## config.mk

```make
export PLATFORM = sky130hd
export DESIGN_NAME = spi_burst_ram_flat
export DESIGN_NICKNAME = d
export VERILOG_FILES = /design/src/rtl/spi_burst_ram_pkg.sv /design/src/rtl/spi_burst_ram_if.sv /design/src/rtl/spi_burst_ram_ptr.sv /design/src/rtl/spi_burst_ram.sv /design/src/flat_wrapper.sv
export SDC_FILE = /design/constraint.sdc
export NUM_CORES = 2
export LEC_CHECK = 0
export CAP_MARGIN = 20
export CORE_UTILIZATION = 65
export CTS_BUF_LIST = sky130_fd_sc_hd__clkbuf_4
export DETAILED_ROUTE_END_ITERATION = 7
export PLACE_DENSITY = 0.85
export SYNTH_ARGS = -nofsm -noshare
export SYNTH_HDL_FRONTEND = slang
export SYNTH_HIERARCHICAL = 1
export SYNTH_SLANG_ARGS = --single-unit
```

## constraint.sdc

```tcl
create_clock -name clk -period 3.2 [get_ports clk]
set_input_delay 0.8 -clock clk [delete_from_list [all_inputs] [get_ports clk]]
set_output_delay 0.8 -clock clk [all_outputs]
set_load 0.005 [all_outputs]
```

## src/rtl/spi_burst_ram_pkg.sv

```systemverilog
// spi_burst_ram shared types: command encoding and address range helper.
// Optional parity storage is enabled with SPI_RAM_PARITY_EN.
package spi_ram_pkg;

  typedef enum logic [1:0] {
    SET_WR_ADDR = 2'b00,
    WRITE       = 2'b01,
    SET_RD_ADDR = 2'b10,
    READ        = 2'b11
  } cmd_e;

  function automatic int max_i(input int a, input int b);
    return (a > b) ? a : b;
  endfunction

  // Payload is accepted as an address only if it names an existing word;
  // any nonzero bit above the address field already exceeds the depth.
  function automatic logic addr_in_range(input logic [63:0] val,
                                         input int unsigned depth);
    return val < 64'(depth);
  endfunction

endpackage

```

## src/rtl/spi_burst_ram_if.sv

```systemverilog
// Parallel command/response bus between the SPI front end and the RAM.
// SPI_RAM_PARITY_EN adds the force_parity_flip hook to the bus.
interface spi_burst_ram_if
  import spi_ram_pkg::*;
#(
  parameter int MEM_DEPTH  = 256,
  parameter int DATA_WIDTH = 8
);
  localparam int ADDR_SIZE = $clog2(MEM_DEPTH);
  localparam int PAYLOAD_W = max_i(ADDR_SIZE, DATA_WIDTH);

  logic                   rx_valid;
  logic [PAYLOAD_W+1:0]   rx_data;
  logic [DATA_WIDTH-1:0]  tx_data;
  logic                   tx_valid;
  logic                   addr_err;
  logic                   tx_perr;
`ifdef SPI_RAM_PARITY_EN
  logic                   force_parity_flip;
`endif

  modport master (
    output rx_valid, rx_data,
`ifdef SPI_RAM_PARITY_EN
    output force_parity_flip,
`endif
    input  tx_data, tx_valid, addr_err, tx_perr
  );

  modport slave (
    input  rx_valid, rx_data,
`ifdef SPI_RAM_PARITY_EN
    input  force_parity_flip,
`endif
    output tx_data, tx_valid, addr_err, tx_perr
  );

endinterface

```

## src/rtl/spi_burst_ram_ptr.sv

```systemverilog
// Loadable address counter that wraps from MEM_DEPTH-1 to 0,
// also for depths that are not a power of two.
module spi_ram_ptr #(
  parameter int ADDR_SIZE = 8,
  parameter int MEM_DEPTH = 256
) (
  input  logic                 clk,
  input  logic                 rst,
  input  logic                 load,
  input  logic [ADDR_SIZE-1:0] load_val,
  input  logic                 inc,
  output logic [ADDR_SIZE-1:0] value
);
  localparam logic [ADDR_SIZE-1:0] LAST = ADDR_SIZE'(MEM_DEPTH - 1);

  logic [ADDR_SIZE-1:0] value_d, value_q;

  // Load has priority; increment wraps at the last word.
  always_comb begin
    value_d = value_q;
    if (load) begin
      value_d = load_val;
    end else if (inc) begin
      value_d = (value_q == LAST) ? '0 : value_q + ADDR_SIZE'(1);
    end
  end

  // Pointer register.
  always_ff @(posedge clk or posedge rst) begin
    if (rst) value_q <= '0;
    else     value_q <= value_d;
  end

  assign value = value_q;

endmodule

```

## src/rtl/spi_burst_ram.sv

```systemverilog
// Single-port burst RAM behind the SPI serial-to-parallel front end.
// Define SPI_RAM_PARITY_EN to store and check an even-parity bit per word.
module spi_burst_ram
  import spi_ram_pkg::*;
#(
  parameter int MEM_DEPTH  = 256,
  parameter int DATA_WIDTH = 8
) (
  input  logic           clk,
  input  logic           rst,
  spi_burst_ram_if.slave bus
);
  localparam int ADDR_SIZE = $clog2(MEM_DEPTH);
  localparam int PAYLOAD_W = max_i(ADDR_SIZE, DATA_WIDTH);
`ifdef SPI_RAM_PARITY_EN
  localparam int MEM_W = DATA_WIDTH + 1;
`else
  localparam int MEM_W = DATA_WIDTH;
`endif

  cmd_e                  cmd;
  logic [PAYLOAD_W-1:0]  payload;
  logic                  addr_ok;
  logic                  wr_load, wr_inc;
  logic                  rd_load, rd_inc;
  logic [ADDR_SIZE-1:0]  wr_ptr, rd_ptr;
  logic [MEM_W-1:0]      mem [MEM_DEPTH];
  logic [MEM_W-1:0]      wr_word, rd_word;

  logic [DATA_WIDTH-1:0] tx_data_d, tx_data_q;
  logic                  tx_valid_d, tx_valid_q;
  logic                  addr_err_d, addr_err_q;

  // Command decode into pointer controls and next output values.
  always_comb begin
    cmd        = cmd_e'(bus.rx_data[PAYLOAD_W+1:PAYLOAD_W]);
    payload    = bus.rx_data[PAYLOAD_W-1:0];
    addr_ok    = addr_in_range(64'(payload), MEM_DEPTH);
    wr_load    = 1'b0;
    wr_inc     = 1'b0;
    rd_load    = 1'b0;
    rd_inc     = 1'b0;
    addr_err_d = 1'b0;
    if (bus.rx_valid) begin
      unique case (cmd)
        SET_WR_ADDR: begin
          wr_load    = addr_ok;
          addr_err_d = ~addr_ok;
        end
        WRITE:       wr_inc = 1'b1;
        SET_RD_ADDR: begin
          rd_load    = addr_ok;
          addr_err_d = ~addr_ok;
        end
        READ:        rd_inc = 1'b1;
      endcase
    end
    rd_word    = mem[rd_ptr];
    tx_valid_d = rd_inc;
    tx_data_d  = rd_inc ? rd_word[DATA_WIDTH-1:0] : tx_data_q;
  end

  spi_ram_ptr #(.ADDR_SIZE(ADDR_SIZE), .MEM_DEPTH(MEM_DEPTH)) u_wr_ptr (
    .clk      (clk),
    .rst      (rst),
    .load     (wr_load),
    .load_val (payload[ADDR_SIZE-1:0]),
    .inc      (wr_inc),
    .value    (wr_ptr)
  );

  spi_ram_ptr #(.ADDR_SIZE(ADDR_SIZE), .MEM_DEPTH(MEM_DEPTH)) u_rd_ptr (
    .clk      (clk),
    .rst      (rst),
    .load     (rd_load),
    .load_val (payload[ADDR_SIZE-1:0]),
    .inc      (rd_inc),
    .value    (rd_ptr)
  );

`ifdef SPI_RAM_PARITY_EN
  logic flip_now;
  logic flip_pend_d, flip_pend_q;
  logic tx_perr_d, tx_perr_q;

  // A requested flip is held until the next WRITE consumes it.
  always_comb begin
    flip_now    = flip_pend_q | bus.force_parity_flip;
    flip_pend_d = flip_now & ~wr_inc;
    wr_word     = {(^payload[DATA_WIDTH-1:0]) ^ flip_now,
                   payload[DATA_WIDTH-1:0]};
    tx_perr_d   = rd_inc &
                  ((^rd_word[DATA_WIDTH-1:0]) != rd_word[DATA_WIDTH]);
  end

  // Parity status registers.
  always_ff @(posedge clk or posedge rst) begin
    if (rst) begin
      flip_pend_q <= 1'b0;
      tx_perr_q   <= 1'b0;
    end else begin
      flip_pend_q <= flip_pend_d;
      tx_perr_q   <= tx_perr_d;
    end
  end

  assign bus.tx_perr = tx_perr_q;
`else
  // Stored word is the payload data field only.
  always_comb begin
    wr_word = payload[DATA_WIDTH-1:0];
  end

  assign bus.tx_perr = 1'b0;
`endif

  // Storage: written on WRITE, never cleared by reset.
  always_ff @(posedge clk) begin
    if (wr_inc) mem[wr_ptr] <= wr_word;
  end

  // Registered response outputs.
  always_ff @(posedge clk or posedge rst) begin
    if (rst) begin
      tx_data_q  <= '0;
      tx_valid_q <= 1'b0;
      addr_err_q <= 1'b0;
    end else begin
      tx_data_q  <= tx_data_d;
      tx_valid_q <= tx_valid_d;
      addr_err_q <= addr_err_d;
    end
  end

  assign bus.tx_data  = tx_data_q;
  assign bus.tx_valid = tx_valid_q;
  assign bus.addr_err = addr_err_q;

endmodule

```

## src/flat_wrapper.sv

```systemverilog
// flat-port wrapper written by rule: the top's interface ports become plain ports
module spi_burst_ram_flat import spi_ram_pkg::*;
#(
  parameter int MEM_DEPTH  = 256,
  parameter int DATA_WIDTH = 8
)
  (clk, rst, bus_rx_valid, bus_rx_data, bus_tx_data, bus_tx_valid, bus_addr_err, bus_tx_perr);
  spi_burst_ram_if #(.MEM_DEPTH(MEM_DEPTH), .DATA_WIDTH(DATA_WIDTH)) bus_i ();
  input  logic clk;
  input  logic rst;
  input wire logic [$bits(bus_i.rx_valid)-1:0] bus_rx_valid;
  input wire logic [$bits(bus_i.rx_data)-1:0] bus_rx_data;
  output wire logic [$bits(bus_i.tx_data)-1:0] bus_tx_data;
  output wire logic [$bits(bus_i.tx_valid)-1:0] bus_tx_valid;
  output wire logic [$bits(bus_i.addr_err)-1:0] bus_addr_err;
  output wire logic [$bits(bus_i.tx_perr)-1:0] bus_tx_perr;
  assign bus_i.rx_valid = bus_rx_valid;
  assign bus_i.rx_data = bus_rx_data;
  assign bus_tx_data = bus_i.tx_data;
  assign bus_tx_valid = bus_i.tx_valid;
  assign bus_addr_err = bus_i.addr_err;
  assign bus_tx_perr = bus_i.tx_perr;
  spi_burst_ram #(.MEM_DEPTH(MEM_DEPTH), .DATA_WIDTH(DATA_WIDTH)) u_core (.clk(clk), .rst(rst), .bus(bus_i));
endmodule
```

==> impl_metrics.yaml <==
pwr:
  peakVddDrop_mv: 0.5222
  seqPwrFrac_pct: 48.4
  pwr-share-clk_pct: 32.7
  internal_power_uw: 44710
  combPwrFrac_pct: 19.0
  powerDensity_nw_per_um2: 669.2
  p_sw_uw: 17900
  p_leak_uw: 0.03152
  switching_share_pct: 28.59
critical_path:
  cp_slowest_cell: "a2111oi_4"
  rrSetupSlack_ns: -0.23
  crit_buf_inv: 1
  r2r.worst_path.cells: 8
  start_kind: "register"
  worstSetupPathType: "register to register"
  reg2reg_from: "u_core/u_rd_ptr/value[1]"
  cp.arrival_ns: 4.79
  cp-end-kind: "register"
  required_ns: 4.56
  critPathMaxFanout: 12
  crit_family: "compound AO/OA/AOI/OAI gates"
  max_stage_delay_ns: 0.65
  r2r_end: "u_core/bus.tx_data[7]"
  path_cells: "or3b_1, buf_4, o22ai_1, a211oi_1, a22oi_2, nand2_1, a2111oi_4, a211o_1"
floorplanning:
  fp.dieH_um: 355.4
  die_area_um2: 126300
  io_pins: 24
  initial_core_util_pct: 65.56
  fp.dieW_um: 355.4
  coreArea_um2: 123800
  rows: 129
logic_synthesis:
  synth_edf_count: 2048
  netlist_area_um2: 81160
  synth_top_flop_cell: "edfxtp_1"
  synth_cells: 4043
  async_reset_ff_share_pct: 1.206
  yosys_warnings: 6
  synth.top_cell.area_share_pct: 75.77
  ys_seq_elements: 2073
  synth_area_leaders: "edfxtp_1 76%, mux4_2 10%, mux2i_1 3.6%"
  post-synth-top-area-cell: "edfxtp_1"
  synth_cell_types: 71
  synth_seq_area_share_pct: 76.54
  avgSynthCellArea_um2: 20.08
routing:
  drc_errors: 17
  final_antenna_net_count: 0
  drt_iter0_drc: 9624
  finalWirelength_mm: 226.4
  first_pass_iters: 8
  wl_per_cell_um: 32.71
  avgViaCountPerCell: 7.022
  num_vias: 48600
hold_path:
  hold_path.class: "input pin to register"
  min_from: "bus_rx_data[6]"
  min_path_cells: 1
  hold_end: "u_core/mem[103][6]"
sta:
  drv_slew: 0
  worst_pin_slew_ns: 1.065
  final.min_clock_period_ns: 3.431
  fin_skew_ns: 0.2077
  fin_ws_ns: -0.2305
  setup_viol: 8
  relSlewSlack_pct: 28.83
  period_share_pct: 107.2
  rsz0062_at_grt: "true"
  finalHoldViolCount: 0
  fmax_mhz: 291.5
cells_and_area:
  multi_input_area_um2: 17610
  final_util_pct: 75.57
  layout-drive-gt1-share_pct: 33.45
  fillers: 5990
  stdcell_count: 6921
  area_growth_pct: 15.27
  nets: 4940
  seq_area_um2: 62150
  final_cell_mix: "2048 x edfxtp_1, 679 x clkbuf_4, 540 x buf_4"
  final_common_cell: "edfxtp_1"
global_route:
  track_usage_pct: 36.11
  overflow: 0
  grt_pass1_wl_mm: 326.1
  grt_pass1_vias: 49770
  grt_max_degree: 94
  antenna_found_initial: 13
placed_design:
  dp_cells: 6057
  place.gp.congestion: 0.9693
  io_buffers: 21
  dp.final_hpwl_mm: 134.1
clock_network:
  clock_latency_ns: 1.42
  cts.sinks: 2073
  cts-root-buf: "clkbuf_4"
  tritoncts: "built"
  cts.htree.levels: 5
  cts_buffers: 484
  clkTransAtPathRegs_ns: 0.08
  cts_max_path_buffers: 4
status:
  violations: "DRC, setup timing"
  status: "complete, but fails checks"
job:
  maxCapViolCount: 0
registers in the layout, summed over array words and instances, names as in the netlist:
signal,cells
u_core/u_wr_ptr/value,8
u_core/bus.tx_data,8
u_core/u_rd_ptr/value,8
u_core/mem,2048
u_core/bus.tx_valid,1
power groups by stage:
stage | registers (uW) | clock network, uW | logic [uW]
3_3_place_gp | 30900 | 0 | 10600
6_report | 30300 | 20500 | 11900
3_5_place_dp | 30900 | 0 | 10900
2_1_floorplan | 30600 | 0 | 6640
4_1_cts | 30300 | 20600 | 11200
5_1_grt | 30300 | 21900 | 12000
synthesized netlist by cell type (7+ instances only):
master / n
edfxtp_1: 2048
mux4_2: 370
nor2_1: 299
mux2i_1: 289
o22ai_1: 114
clkbuf_1: 107
nand2_1: 105
a22oi_1: 73
nand3_1: 54
a211oi_1: 49
a21oi_1: 49
buf_2: 48
o221ai_1: 45
nor3_1: 38
buf_4: 32
buf_6: 31
o21ai_0: 30
dfrtp_1: 25
nor2b_1: 18
buf_8: 16
or3_1: 14
a31oi_1: 13
inv_1: 13
mux4_1: 13
a211o_1: 12
a22o_1: 10
nand4_1: 8
nor4_1: 8
buf_1: 7
cells by family (layout without fill, tap and decap cells):
| family | Yosys count | after routing | share of synthesized area [%] |
|---|---|---|---|
| mux | 672 | 672 | 14.25 |
| fa+ha+maj | 2 | 2 | 0.03083 |
| flops | 2073 | 2073 | 76.54 |
| xor+xnor | 4 | 4 | 0.04316 |
| buf+inv | 260 | 1492 | 2.033 |
| compound gates | 448 | 448 | 3.897 |
| other cells | 1 | 10 | 0.004620 |
| simple gates | 583 | 583 | 3.197 |
area by class of cell:
cell class | count | share of cell area [%]
Inverter | 14 | 0.05751
Timing Repair Buffer | 641 | 6.253
Clock inverter | 158 | 0.7837
Tap cell | 1637 | 2.189
Antenna cell | 8 | 0.02140
Multi-Input combinational cell | 1711 | 18.82
Clock buffer | 679 | 5.448
Sequential cell | 2073 | 66.43
through the flow:
stage	hold slack [ns]	setup TNS (ns)	total power (uW)	setup WS [ns]	area (um^2)
floorplan	0.4838	0	37290	0.6688	81170
global placement	0.6363	-1.617	41460	-0.5047	87310
detailed placement	0.6585	-1.946	41760	-0.4726	87310
CTS	0.03664	-0.08190	62060	-0.04790	93310
global route	0.06185	-0.1854	64120	-0.07838	93550
finish	0.09641	-1.063	62610	-0.2305	93560
how the worst max path moves through the flow:
stage / from / to / slack, ns / depth (start not counted)
3_3_place_gp: bus_rx_data[9] / u_core/bus.tx_data[1] / -0.50 / 11
6_report: u_core/u_rd_ptr/value[1] / u_core/bus.tx_data[7] / -0.23 / 8
5_1_grt: u_core/u_rd_ptr/value[0] / u_core/bus.tx_data[2] / -0.08 / 11
4_1_cts: u_core/u_rd_ptr/value[0] / u_core/bus.tx_data[0] / -0.05 / 8
3_5_place_dp: bus_rx_data[9] / u_core/bus.tx_data[7] / -0.47 / 10
2_1_floorplan: bus_rx_data[9] / u_core/mem[234][0] / 0.67 / 6
routing by layer:
| metal | up-vias | global-route usage (%) | wire length, um | share of wire, % |
|---|---|---|---|---|
| li1 | 18820 | - | - | - |
| met1 | 23710 | 45.17 | 71170 | 31 |
| met2 | 4982 | 55.31 | 105000 | 46 |
| met3 | 1083 | 12.23 | 34900 | 15 |
| met4 | 12 | 21.56 | 15210 | 6.7 |
| met5 | - | 0.3019 | 94 | 0.042 |
what timing repair did:
| action | in CTS | in global routing |
|---|---|---|
| hold buffers | 6 | 0 |
| gates cloned | 0 | 1 |
| hold endpoints to repair | 151 | 0 |
| setup endpoints to repair | 15 | 13 |
| pin swaps | 1 | 6 |
| resized for setup | 26 | 35 |
| buffers inserted | 6 | 6 |
No activity file was read; power rests on OpenSTA's default activity.
